## config.mk

```make
export PLATFORM = sky130hd
export DESIGN_NAME = clk_div_prog
export DESIGN_NICKNAME = d
export VERILOG_FILES = /design/src/rtl/clk_div_prog.sv
export SDC_FILE = /design/constraint.sdc
export NUM_CORES = 1
export LEC_CHECK = 0
export ABC_AREA = 1
export CORE_ASPECT_RATIO = 0.5
export CORE_MARGIN = 10
export CORE_UTILIZATION = 55
export DETAILED_ROUTE_END_ITERATION = 16
export PLACE_DENSITY = 0.75
export SLEW_MARGIN = 15
export SYNTH_ARGS = -nofsm -noshare
export SYNTH_HDL_FRONTEND = slang
export SYNTH_SLANG_ARGS = --single-unit
```

## constraint.sdc

```tcl
create_clock -name clk_in -period 4.7 [get_ports clk_in]
set_clock_uncertainty 0.1 [all_clocks]
set_input_delay 1.41 -clock clk_in [delete_from_list [all_inputs] [get_ports clk_in]]
set_output_delay 1.41 -clock clk_in [all_outputs]
set_load 0.01 [all_outputs]
```

## src/rtl/clk_div_prog.sv

```systemverilog
// Programmable integer clock divider. Divisor changes and stops land on period boundaries.
// Ports: clk_in, rst(n, async), en, div_val, div_load, resync -> clk_out, tick, busy.
module clk_div_prog #(
  parameter int CNT_W       = 16,
  parameter int DEFAULT_DIV = 4
) (
  input  logic             clk_in,
  input  logic             rst,
  input  logic             en,
  input  logic [CNT_W-1:0] div_val,
  input  logic             div_load,
  input  logic             resync,
  output logic             clk_out,
  output logic             tick,
  output logic             busy
);

  typedef enum logic {
    IDLE = 1'b0,
    RUN  = 1'b1
  } state_t;

  localparam logic [CNT_W-1:0] DIV_RST = CNT_W'(DEFAULT_DIV);
  localparam logic [CNT_W-1:0] DIV_MIN = CNT_W'(2);
  localparam logic [CNT_W-1:0] ONE     = CNT_W'(1);
  localparam logic [CNT_W:0]   ONE_W   = (CNT_W+1)'(1);

  state_t           r_state, w_state_nx;
  logic [CNT_W-1:0] r_cnt, w_cnt_nx;
  logic [CNT_W-1:0] r_n_act, w_n_act_nx;
  logic [CNT_W-1:0] r_pend, w_pend_nx;
  logic             r_pend_v, w_pend_v_nx;
  logic             r_clk, w_clk_nx;
  logic             r_tick, w_tick_nx;

  logic [CNT_W-1:0] w_ld_val;
  logic [CNT_W:0]   w_hi;
  logic [CNT_W:0]   w_cnt_inc;
  logic             w_wrap;
  logic             w_bnd;

  // Clamp 0/1 to 2 so a period always has a high and a low phase.
  assign w_ld_val  = (div_val < DIV_MIN) ? DIV_MIN : div_val;

  // One extra bit so HI and cnt+1 stay exact at the top divisor.
  assign w_hi      = ({1'b0, r_n_act} + ONE_W) >> 1;
  assign w_cnt_inc = {1'b0, r_cnt} + ONE_W;

  assign w_wrap    = (r_cnt == (r_n_act - ONE));
  assign w_bnd     = w_wrap | resync;

  always_comb begin
    w_state_nx  = r_state;
    w_cnt_nx    = r_cnt;
    w_n_act_nx  = r_n_act;
    w_clk_nx    = r_clk;
    w_tick_nx   = 1'b0;
    // A load in the same cycle as a boundary wins over the stored value.
    w_pend_nx   = div_load ? w_ld_val : r_pend;
    w_pend_v_nx = div_load | r_pend_v;

    unique case (r_state)
      IDLE: begin
        if (en) begin
          w_state_nx = RUN;
          w_cnt_nx   = '0;
          w_clk_nx   = 1'b1;
          w_tick_nx  = 1'b1;
          if (w_pend_v_nx) begin
            w_n_act_nx  = w_pend_nx;
            w_pend_v_nx = 1'b0;
          end
        end
      end
      RUN: begin
        unique case (1'b1)
          (w_bnd && en): begin
            w_cnt_nx  = '0;
            w_clk_nx  = 1'b1;
            w_tick_nx = 1'b1;
            if (w_pend_v_nx) begin
              w_n_act_nx  = w_pend_nx;
              w_pend_v_nx = 1'b0;
            end
          end
          (w_bnd && !en): begin
            w_state_nx = IDLE;
            w_cnt_nx   = '0;
            w_clk_nx   = 1'b0;
          end
          default: begin
            w_cnt_nx = w_cnt_inc[CNT_W-1:0];
            w_clk_nx = (w_cnt_inc < w_hi);
          end
        endcase
      end
    endcase
  end

  always_ff @(posedge clk_in or negedge rst) begin
    if (!rst) begin
      r_state  <= IDLE;
      r_cnt    <= '0;
      r_n_act  <= DIV_RST;
      r_pend   <= DIV_RST;
      r_pend_v <= 1'b0;
      r_clk    <= 1'b0;
      r_tick   <= 1'b0;
    end else begin
      r_state  <= w_state_nx;
      r_cnt    <= w_cnt_nx;
      r_n_act  <= w_n_act_nx;
      r_pend   <= w_pend_nx;
      r_pend_v <= w_pend_v_nx;
      r_clk    <= w_clk_nx;
      r_tick   <= w_tick_nx;
    end
  end

  assign clk_out = r_clk;
  assign tick    = r_tick;
  assign busy    = (r_state == RUN);

endmodule

```

; ---- Word-level counts from Yosys, hierarchy flattened
; Index checks and enable logic that the tools add are counted.
[word_totals]
regBits = 52
latch_bits = 0
ram_bits = 0
romBits = 0
elab_cells = 43
mem_count = 0
[op_classes]
n_addsub = 3
multipliers = 0
div = 0
magnitude_cmp = 2
n_eq_ne = 3
n_shift = 0
n_mux = 20
n_bitwise = 3
reduce_logical = 5
[ops]
columns = cell, n
row1 = 16-bit 2-to-1 mux, 7
row2 = 16-bit case mux with 2 select lines, 2
row3 = "16-bit by 1-bit adder with 17-bit output, second input constant", 2
row4 = 17-bit by 16-bit < comparator with 1-bit output, 1
row5 = 16-bit equality test, 1
row6 = "16-bit by 2-bit < comparator with 1-bit output, second input constant", 1
row7 = "16-bit by 1-bit subtractor with 16-bit output, second input constant", 1
row8 = 1-bit case mux with 2 select lines, 5
row9 = 1-bit 2-to-1 mux, 6
row10 = 1-bit logical AND, 2
row11 = "2-bit by 1-bit inequality test with 1-bit output, second input constant", 1
row12 = "2-bit inequality test, second input constant", 1
row13 = 1-bit OR, 2
row14 = 2-bit AND reduction, 1
row15 = 2-bit OR reduction, 1
row16 = 1-bit logical NOT, 1
row17 = 1-bit NOT, 1

; ---- Longest topological paths before layout
; Gate-level depths: netlist of run 1.
[logic_depth]
ltp_word = 7
ltp_mapped = 19
ltp_nobuf = 19

; ---- Least setup slack after synthesis of run 1
; OpenSTA, ideal clock, no wires.
[synth_timing]
path_type = register to register
startpoint = register r_n_act[2]
endpoint = register r_clk (netlist: clk_out)
setup_time_ns = 0.121
t_arrival_ns = 2.549
slack_ns = 1.930
stages_incl_launch_ff = 19
period_less_slack_ns = 2.770
path_cell_list = dfstp_2 buf_6 nand3_1 nor3_1 nand3_1 nor2_1 nand3_1 nand3b_1 xor2_1 ha_1 inv_1 nor3_1 a211oi_1 nand2_1 nand2_1 nand2_1 nand2_1 nand3_1 nand2_1
[synth_between]
elab_chain_len = 6
word_cells_on_any_way = 9
cone_classes = add/sub: 2 / order compare: 1 / eq/ne: 1 / mux: 2 / bitwise: 1 / reduce/logical: 2
[synth_rtl]
columns = element, line_no
row1 = start: declaration, 30  ; logic [CNT_W-1:0] r_n_act, w_n_act_nx;
row2 = start signal: assignment, 112  ; r_n_act <= w_n_act_nx;
row3 = branches (longest 4 deep; another with 16-bit by 1-bit adder with 17-bit output), -
row4 = 1-bit case mux with 2 select lines (*), 76  ; unique case (1'b1)
row5 = 1-bit case mux with 2 select lines (*), 62  ; unique case (r_state)
row6 = end signal: assignment, 115  ; r_clk <= w_clk_nx;
row7 = end: declaration, 33  ; logic r_clk, w_clk_nx;
; Every way passes the cells marked *.
; A chain may end at the register's enable or synchronous reset.

; ---- Worst setup path after layout of run 1
; Ends and elaborated chain as after synthesis.

==> results.txt, run 1 <==
----------------------------------------------------
[Detailed routing]
  Via density per instance ... ~5.2
  Vias after detailed routing ... about 3100
  Number of remaining DRC errors ... 0
  Average detailed-routed wire length per instance ... approximately 13 microns
  Remaining number of nets flagged by the antenna check after routing ... 0
  Sum of routed wire length over all layers ... roughly 8000 microns
  Number of search-and-repair iterations in the first detailed-routing pass ... 4
  Initial detailed-routing violation count ... roughly 190

[Critical path]
  CP Launch Type ... flop
  R2R Path End ... clk_out$_DFFE_PN0P_
  Source of the critical timing path ... r_n_act[2]$_DFFE_PN1P_
  Arrival time worst endpoint ... 3.27 ns
  Most frequent CP cell ... nand2_1
  Maximum fanout encountered on the critical timing path ... 8
  Worst Path Class, Setup ... flop to flop
  Worst Setup EP ... clk_out$_DFFE_PN0P_
  Largest stage delay, worst path ... between 0.6 and 0.7 ns
  Series of cell instances along the critical path ... nand3_1 > nor3_1 > nand3_1 > nor2_1 > nand3_1 > nand3b_1 > xor2_1 > ha_1 > inv_1 > nor3_1 > a211oi_1 > nand2_1 > nand2_1 > nand2_1 > nand2_1 > nand3_1 > nand2_1
  Crit end category ... flop
  R2r worst-path depth ... 17
  Worst EP required ... between 4 and 5 ns
  R2r startpoint ... r_n_act[2]$_DFFE_PN1P_
  Setup slack on the worst flop-to-flop path ... ~1.5 ns
  Worst-path cell with the longest stage delay ... dfstp_2

[Synth]
  Area fraction in and, or, nand and nor cells after synthesis ... 0.3539
  Syn avg cell area ... between 7 and 8 sq um
  Share of synthesized cell area in full adder, half adder and majority cells ... 0.06160
  Xor and xnor fraction of the mapped netlist area ... 0.08864
  Post-Syn Nets ... 543
  Cell area after synthesis ... about 3700 sq um
  Distinct cell type count of the synthesized netlist ... 34
  Cell count after synthesis ... 504
  Multiplexer share of the synthesized area ... 0
  Proportion of register bits with asynchronous set or reset after synthesis ... 1.000
  Post-synthesis compound-gate area fraction ... 0.05099
  Number of enable-type register cells in the synthesized netlist ... 0
  Flip-flop and latch count after synthesis ... 52
  Proportion of synthesized chip area in sequential cells ... 0.3566
  Main combinational cell family by area after synthesis ... simple AND/OR/NAND/NOR gates
  Warning count from the yosys run ... 0
  Dominant synthesized flop cell ... dfrtp_1

[Placed design]
  Placed Cells incl. Taps ... roughly 590
  Port Buffer Count ... 23
  Post-detail-place hpwl ... 6342 microns
  Final estimated routing congestion in global placement ... 0.8998

[Cells and area]
  Commonest cells after routing, fill and taps aside ... nand2_1, dfrtp_1, inv_1, nor2_1, xor2_1
  Most common cell after layout, fill and taps aside ... nand2_1
  Signed area change from the synthesized netlist to the final layout ... 10.16%
  Ant diodes ... 0
  Final instance count without filler cells ... 600
  Number of nets in the layout ... 550
  Ratio of cells with drive above 1 in the final layout ... 0.05469

[Clocking]
  Clock Sink Count ... 52
  Total number of H-tree levels ... 2
  Clock Latency Late Sink ... between 0.2 and 0.3 ns
  Clock tree root buffer cell ... clkbuf_16
  Largest buffer count on any clock path ... 2
  Number of hold buffers added after cts ... 0
  Buffers inserted during post-CTS setup optimization ... 0
  CTS buffer count ... 5
  Cells resized by post-CTS repair ... 0
  CTS clock-pin slew for the worst setup and hold paths ... about 0.07 ns
  Clock tree from TritonCTS ... done

[Timing]
  Final Setup Violations ... 0
  Worst Max-Slew Pin Slew ... a little under 0.8 ns
  Fin crit period ... 3.192 ns
  Total negative slack for setup checks ... 0 ns
  Relative max-transition margin ... 0.4791
  FMAX ... about 310 MHz
  Period utilization ... 0.6791
  Final Max Tran Viols ... 0
  Final hold viol count ... 0
  RSZ-0062 raised after global routing ... no

[GRT]
  Global-route wire length before repair ... 14010 microns
  Grt ovf ... 0
  GRT Total Usage ... 0.1594
  Number of global-route vias before repair ... roughly 3000
  Number of antenna violations at the first check in global routing ... 0
  Pin count of the biggest net entering global routing ... 35

[Outcome]
  Result of the run ... complete, no violations

[Power and ir drop]
  Worst voltage drop across the vdd grid ... roughly 0.00018 V
  Pwr per Cell Area ... 348.9 nW/um^2
  LEAKAGE ... between 2 and 2.5 nW

[Die]
  Die width ... 135.3 microns
  Area of the die ... ~11000 sq um
  Initial Utilization ... 0.5844
  Area of the core region ... about 6300 sq um
  Number of placed I/O pins ... 24
  Chip Height ... between 70 and 80 microns
  Row count ... 20

[Min path]
  Path category of the worst min-delay check ... flop to flop

[Flow run]
  Number of violations of the max-capacitance limit ... 0

----------------------------------------------------
==> stage by stage <==
step / power, mW / worst slack, ns / hold slack (ns) / instance area [sq um] / util
2_1_floorplan: 0.8975 / 1.930 / 0.3384 / 3656 / -
3_3_place_gp: 0.9861 / 1.314 / 0.3600 / 3860 / 0.6170
3_5_place_dp: 0.9962 / 1.255 / 0.3605 / 3860 / 0.6170
4_1_cts: 1.410 / 1.496 / 0.3816 / 4028 / 0.6438
5_1_grt: 1.503 / 1.224 / 0.3974 / 4028 / 0.6438
6_report: 1.405 / 1.508 / 0.3807 / 4028 / 0.6438
==> cell type report <==
cell class                 instances  area [sq um]
multi-input combinational        379          2029
clock buffer                       6         128.9
fill                             552          2228
inverter                          49         183.9
tap                               88         110.1
clock inverter                     2         38.79
timing repair buffer              24         232.7
sequential                        52          1304
==> synth_stat cells (2+ instances only) <==
master    count  share of area
a211oi_1      2         0.0041
a21oi_1       7         0.0096
buf_2         8          0.011
buf_4         2         0.0041
buf_6         4          0.012
clkbuf_1      9         0.0092
dfrtp_1      50           0.34
dfstp_2       2          0.014
ha_1         18          0.062
inv_1        45          0.046
inv_2         3         0.0031
nand2_1     174           0.18
nand2_2       3         0.0051
nand3_1      25          0.034
nand3b_1      6          0.012
nand4_1      20          0.034
nor2_1       44          0.045
nor2_2        3         0.0051
nor2_4        5          0.015
nor3_1        8          0.011
nor4_1        3         0.0051
o21ai_0      11          0.015
o22ai_1       6          0.010
xnor2_1      11          0.026
xor2_1       26          0.062
==> metal layers <==
| metal | vias up | wire length, microns | global-route usage | share of wire |
|---|---|---|---|---|
| met4 | 0 | 101 | 0.04487 | 0.013 |
| met2 | 81 | 3209 | 0.2376 | 0.40 |
| li1 | 1621 | - | - | - |
| met5 | - | 0 | 0 | 0 |
| met1 | 1426 | 4212 | 0.2320 | 0.52 |
| met3 | 9 | 522 | 0.02378 | 0.065 |
==> power by group <==
| part | leakage, nW | switching [mW] | total (mW) | internal (mW) |
|---|---|---|---|---|
| combinational | 1.28 | 0.243 | 0.405 | 0.162 |
| sequential | 0.659 | 0.0873 | 0.586 | 0.498 |
| clock | 0.0815 | 0.161 | 0.414 | 0.253 |
==> critical path: cells and delay by family (launching register included) <==
family	cells	cell delay, ns
xor+xnor	1	0.17
buf+inv	1	0.05
fa+ha+maj	1	0.30
flops	1	0.68
simple gates	13	1.71
compound gates	1	0.06
==> how the worst min path moves through the flow <==
stage | from | end | depth (start not counted)
finish | r_pend[12]$_DFF_PN0_ | r_pend[12]$_DFF_PN0_ | 2
global route | r_pend[2]$_DFF_PN1_ | r_pend[2]$_DFF_PN1_ | 2
CTS | r_pend[12]$_DFF_PN0_ | r_pend[12]$_DFF_PN0_ | 2
detailed placement | r_pend[6]$_DFF_PN0_ | r_pend[6]$_DFF_PN0_ | 2
global placement | r_pend[6]$_DFF_PN0_ | r_pend[6]$_DFF_PN0_ | 2
floorplan | r_pend[10]$_DFF_PN0_ | r_pend[10]$_DFF_PN0_ | 2
==> logic make-up (layout without fill, tap and decap cells) <==
kind of cell / count (synthesis) / in the layout
adders and majority gates: 18 / 18
AOI/OAI and AO/OA: 31 / 31
xor gates and xnor gates: 37 / 37
buffers and inverters: 73 / 81
and+or+nand+nor: 293 / 293
DFF: 52 / 52
==> sequential cells by signal, indices dropped and copies added (netlist names) <==
| name | flops |
|---|---|
| r_n_act | 16 |
| tick | 1 |
| busy | 1 |
| r_cnt | 16 |
| r_pend | 16 |
| r_pend_v | 1 |
| clk_out | 1 |
Power figures use the tool's default switching activity.
==> run 2: changes to the inputs <==
clock period = 3 ns   (was 4.7 ns; I/O delays follow)
==> run 2 against run 1 <==
  * Via count rose by 2.2%
  * Utilization rose by 2.9 points
  * Combinational power rose by 81%
  * Hold slack got worse by 0.0012 ns
  * Setup slack got worse by 1.3 ns
  * Highest routed layer unchanged
  * Fmax rose by 14%
  * Sequential power rose by 52%
==> results.txt, run 2 (same netlist as run 1, synthesis figures left out) <==
----------------------------------------------------
[Cells and area]
  Ratio of cells with drive above 1 in the final layout ... 0.1078 (+0.05306)
  End-of-flow core utilization ... 0.6726 (+0.02880)
  Post-route cell area ... 4208 sq um (+4.5%)
  Most common cell after layout, fill and taps aside ... nand2_1
  Final instance count without filler cells ... 617 (+2.8%)
  Commonest cells after routing, fill and taps aside ... nand2_1, dfrtp_1, inv_1, nor2_1, xor2_1
  Registers with the most flip-flops ... r_cnt x16, r_n_act x16, r_pend x16
  Number of filler instances in the final layout ... 520 (-5.8%)
  Number of nets in the layout ... 567 (+3.1%)
  Ant diodes ... 0 (unchanged)
  Area occupied by registers ... 1306 sq um (+0.19%)
  Signed area change from the synthesized netlist to the final layout ... 15.09%
  Area of combinational cells with multiple inputs ... 2086 sq um (+2.8%)

[Clocking]
  CTS clock-pin slew for the worst setup and hold paths ... 0.07 ns (about the same)
  Clock Sink Count ... 52 (unchanged)
  Clock tree from TritonCTS ... done
  CTS buffer count ... 5 (unchanged)
  Clock tree root buffer cell ... clkbuf_16
  Clock Latency Late Sink ... 0.29 ns (about the same)
  Total number of H-tree levels ... 2 (unchanged)
  Largest buffer count on any clock path ... 2 (unchanged)

[Timing]
  Final hold viol count ... 0 (unchanged)
  Period utilization ... 0.9329 (+0.2537)
  Relative max-transition margin ... 0.5587 (+0.07959)
  Final Setup Violations ... 0 (unchanged)
  Fin crit period ... 2.799 ns (-0.3933 ns)
  Minimum setup slack in the final design ... 0.2014 ns (-1.307 ns)
  Final worst hold slack ... 0.3795 ns (-0.001159 ns)
  Total negative slack for setup checks ... 0 ns (unchanged)
  Worst Max-Slew Pin Slew ... 0.6620 ns (-0.1164 ns)
  FMAX ... 357.3 MHz (+14%)
  Final Max Tran Viols ... 0 (unchanged)

[Critical path]
  R2r startpoint ... r_n_act[2]$_DFFE_PN1P_
  Worst EP required ... 3.13 ns (-1.65 ns)
  Most frequent CP cell ... nand2_1
  R2r worst-path depth ... 17 (unchanged)
  Cell family with the largest share of critical-path delay ... simple AND/OR/NAND/NOR gates
  Arrival time worst endpoint ... 2.93 ns (-0.34 ns)
  R2R Path End ... clk_out$_DFFE_PN0P_
  Worst-path cell with the longest stage delay ... dfstp_2
  Crit end category ... flop
  Series of cell instances along the critical path ... nand3_4 > nor3_4 > nand3_2 > nor2_4 > nand3_2 > nand3b_1 > xor2_1 > ha_1 > inv_2 > nor3_1 > a211oi_1 > nand2_1 > nand2_1 > nand2_1 > nand2_1 > nand3_1 > nand2_1
  Worst Path Class, Setup ... flop to flop
  Buffer and inverter count on the worst path ... 1 (unchanged)
  Setup slack on the worst flop-to-flop path ... 0.20 ns (-1.31 ns)
  Maximum fanout encountered on the critical timing path ... 2 (-6)
  Largest stage delay, worst path ... 0.57 ns (-0.11 ns)
  CP Launch Type ... flop

[GRT]
  Global-route wire length before repair ... 14210 microns (+1.4%)
  Number of antenna violations at the first check in global routing ... 0 (unchanged)
  Pin count of the biggest net entering global routing ... 53 (+51%)
  GRT Total Usage ... 0.1627 (+0.003373)
  Grt ovf ... 0 (unchanged)
  Number of global-route vias before repair ... 2972 (unchanged)

[Min path]
  End point of the most critical hold path ... r_pend[13]$_DFF_PN0_
  Path category of the worst min-delay check ... flop to flop
  Critical hold path startpoint ... r_pend[13]$_DFF_PN0_
  Cell depth of the worst hold path ... 2 (unchanged)

[Die]
  Row count ... 20 (unchanged)
  Initial Utilization ... 0.5844 (unchanged)
  Die width ... 135.3 microns (unchanged)
  Area of the core region ... 6256 sq um (unchanged)
  Chip Height ... 77.65 microns (unchanged)
  Area of the die ... 10510 sq um (unchanged)
  Number of placed I/O pins ... 24 (unchanged)

[Power and ir drop]
  Worst voltage drop across the vdd grid ... 0.0002665 V (+49%)
  LEAKAGE ... 2.102 nW (+4.0%)
  Pwr per Cell Area ... 524.2 nW/um^2 (+50%)
  Total power draw ... 2.206 mW (+57%)

[Detailed routing]
  Vias after detailed routing ... 3206 (+2.2%)
  Sum of routed wire length over all layers ... 8415 microns (+4.6%)
  Number of search-and-repair iterations in the first detailed-routing pass ... 4 (unchanged)
  Initial detailed-routing violation count ... 250 (+31%)
  Via density per instance ... 5.196 (-0.62%)
  Remaining number of nets flagged by the antenna check after routing ... 0 (unchanged)
  Average detailed-routed wire length per instance ... 13.64 microns (+1.7%)
  Number of remaining DRC errors ... 0 (unchanged)

[Placed design]
  Placed Cells incl. Taps ... 603 (+1.9%)
  Final estimated routing congestion in global placement ... 0.8787 (-2.3%)
  Post-detail-place hpwl ... 6533 microns (+3.0%)
  Post-Place Setup Slack ... 0.1106 ns (-1.145 ns)
  Port Buffer Count ... 23 (unchanged)
  Placed cell areas ... 3943 sq um (+2.1%)

[Flow run]
  Number of violations of the max-capacitance limit ... 0 (unchanged)

[Outcome]
  Result of the run ... complete, no violations

----------------------------------------------------
run 2: worst max-delay path by stage:
stage,from,to,slack [ns],depth (start not counted)
6_report,r_n_act[2]$_DFFE_PN1P_,clk_out$_DFFE_PN0P_,0.20,17
5_1_grt,r_n_act[0]$_DFFE_PN0P_,clk_out$_DFFE_PN0P_,-0.01,18
4_1_cts,r_n_act[2]$_DFFE_PN1P_,clk_out$_DFFE_PN0P_,0.09,17
3_5_place_dp,r_n_act[2]$_DFFE_PN1P_,clk_out$_DFFE_PN0P_,0.11,17
3_3_place_gp,r_n_act[2]$_DFFE_PN1P_,clk_out$_DFFE_PN0P_,0.21,17
2_1_floorplan,r_n_act[2]$_DFFE_PN1P_,clk_out$_DFFE_PN0P_,0.23,18
run 2: routing by layer:
| layer | vias up | wire [microns] | GRT usage |
|---|---|---|---|
| met4 | 0 | 61 | 0.02885 |
| met3 | 7 | 637 | 0.03278 |
| met5 | - | 0 | 0 |
| met2 | 96 | 3278 | 0.2299 |
| li1 | 1653 | - | - |
| met1 | 1450 | 4438 | 0.2481 |
run 2: tightest hold or removal path, cell delays in order (launching register included):
cell	delay (ns)
dfrtp_1	0.32
nand2_1	0.05
nand2_1	0.07
run 2: power breakdown:
| group | internal [mW] | switching [mW] |
|---|---|---|
| combinational | 0.297 | 0.437 |
| clock | 0.312 | 0.268 |
| sequential | 0.782 | 0.111 |
run 2: area by class of cell:
| cell class | count | area share |
|---|---|---|
| clock buffers | 6 | 0.03063 |
| clock inverters | 2 | 0.003866 |
| inverters | 49 | 0.04371 |
| multi-input cells | 379 | 0.4957 |
| flip-flops and latches | 52 | 0.3104 |
| well taps | 88 | 0.02617 |
| repair buffers | 41 | 0.08950 |
run 2: what timing repair did:
action                                  4_1_cts  5_1_grt
resized for setup                             0       16
hold buffers                                  0        0
endpoints found under the setup margin        0        1
endpoints found under the hold margin         0        0
buffers inserted                              0        6
==> RTL change (config.mk and constraints of run 2) <==
Register the output `busy`, with the module's reset; this adds one clock of latency there. The other outputs are not delayed to match.
--- a/src/rtl/clk_div_prog.sv
+++ b/src/rtl/clk_div_prog.sv
@@ -120,5 +120,11 @@
   assign clk_out = r_clk;
   assign tick    = r_tick;
-  assign busy    = (r_state == RUN);
+  always_ff @(posedge clk_in or negedge rst) begin
+    if (!rst) begin
+      busy <= '0;
+    end else begin
+      busy <= (r_state == RUN);
+    end
+  end
 
 endmodule
Behaviour: not the same (a bounded check fails within 4 cycles, from zero or initial values and one cycle with rst low).
==> RTL change against run 2 <==
- critical path depth stayed put
- sequential cell count is 1 higher
- global-route usage is 0.35 points higher
- combinational power hardly changed
- wire length is 5.3% higher
- cell area is 1.5% higher
- non-clock buffer count is 2 higher
- synthesized area is 0.68% higher
- utilization is 0.77 points higher
- setup slack better by 0.013 ns
- power is 6.2% higher
- largest power group unchanged
==> RTL change: results (changes against run 2) <==
Synthesis
  • Dominant cells by area after synthesis: dfrtp_1 (35%), nand2_1 (18%), xor2_1 (6.2%), ha_1 (6.1%), inv_1 (4.6%) (was dfrtp_1 (34%), nand2_1 (18%), xor2_1 (6.2%), ha_1 (6.2%), inv_1 (4.6%))
  • Commonest cells in the netlist: nand2_1 (174), dfrtp_1 (51), inv_1 (45), nor2_1 (44), xor2_1 (26) (was nand2_1 (174), dfrtp_1 (50), inv_1 (45), nor2_1 (44), xor2_1 (26))
  • Synthesized netlist cell count: 505 (was 504)
  • Sequential fraction of the synthesis area: 0.361 (was 0.357)
  • Post-synth net total: 544 (was 543)

Final layout
  • Fillers: 528 (was 520)
  • Share of cells above drive strength 1: 0.113 (was 0.108)
  • # nets final: 570 (was 567)

GRT
  • Vias in the first global route: 3066 (was 2972)
  • Met2 GRT Util: 0.235 (was 0.230)
  • First-pass GRT wire length: 14500 um (was 14200 um)
  • GRT Util Overall: 0.166 (was 0.163)
  • Largest net degree at the start of global routing: 31 (was 53)
  • Routing usage on met3: 0.0289 (was 0.0328)

Place
  • Hpwl dp: 6700 um (was 6530 um)
  • Placed inst area: 3980 sq um (was 3940 sq um)
  • Placed cell count: 604 (was 603)
  • Global placement routability congestion: 0.883 (was 0.879)

Clocking
  • Clk_lat worst skew: 0.30 ns

Routing
  • Routed vias/inst: 5.31 (was 5.20)
  • First DRT Iteration DRCs: 222 (was 250)
  • WL final: 8860 um (was 8420 um)
  • Routed len/inst: 14.3 um (was 13.6 um)
  • Drt first pass iters: 5 (was 4)

Worst hold path
  • Worst Hold Launch: r_pend[6] (was r_pend[13])

Pwr
  • Static Leak: 2.14 nW (was 2.10 nW)
  • Comb pwr share: 0.314 (was 0.333)
  • PD cells: 548 nW/um^2 (was 524 nW/um^2)
  • Seq. pwr: 0.914 mW (was 0.893 mW)
  • Switching Share: 0.363 (was 0.370)
  • Maximum vdd drop: 0.338 mV (was 0.267 mV)

Critical path
  • Delay-heaviest family, CP: simple AND/OR/NAND/NOR gates (unchanged)

Outcome
  • Status: finished clean (unchanged)

Timing
  • Worst-Margin Slew: 0.585 ns (was 0.662 ns)
-- RTL change: changes by cell type after synthesis, sizes merged --
cell,change
dfrtp,+1
-- RTL change: path summary, 6_finish.rpt --
check | end | slack (ns)
max | clk_out | 0.21
min | r_pend[6] | 0.39
max reg2reg | clk_out | 0.21
min reg2reg | r_pend[6] | 0.39
max in group asynchronous | r_pend[2] | 1.68
min in group asynchronous | busy | 0.50
-- RTL change: cell families (layout without fill, tap and decap cells) --
family,after synthesis,after routing,synth area share
XOR/XNOR,37,37,0.0880
AND/OR/NAND/NOR,293,293,0.351
flip-flops,53,53,0.361
buffers and inverters,73,100,0.0877
adder cells (fa/ha/maj),18,18,0.0612
AO/OA/AOI/OAI,31,31,0.0506
-- RTL change: through the flow --
step	setup slack (ns)	utilization	TNS, ns
finish	0.214	0.680	0
global route	-0.0386	0.680	-0.0386
CTS	0.123	0.661	0
detailed placement	0.134	0.634	0
global placement	0.214	0.634	0
floorplan	0.230	-	0
-- RTL change: area by class of cell --
type | count | area [sq um] | area share
timing repair buffer | 43 | 392 | 0.0917
clock inverter | 3 | 47.5 | 0.0111
tap | 88 | 110 | 0.0258
inverter | 49 | 184 | 0.0430
multi-input combinational | 379 | 2080 | 0.488
clock buffer | 5 | 125 | 0.0293
sequential | 53 | 1330 | 0.312
-- RTL change: timing repair --
item | CTS | global route
endpoints found under the setup margin | 0 | 1
buffers inserted | 0 | 8
gates resized for setup | 0 | 16
-- RTL change: per-layer routing --
layer / vias to the layer above / share of wire
met5: - / 0
met4: 0 / 0.013
met3: 14 / 0.081
met2: 104 / 0.39
met1: 1513 / 0.51
li1: 1659 / -
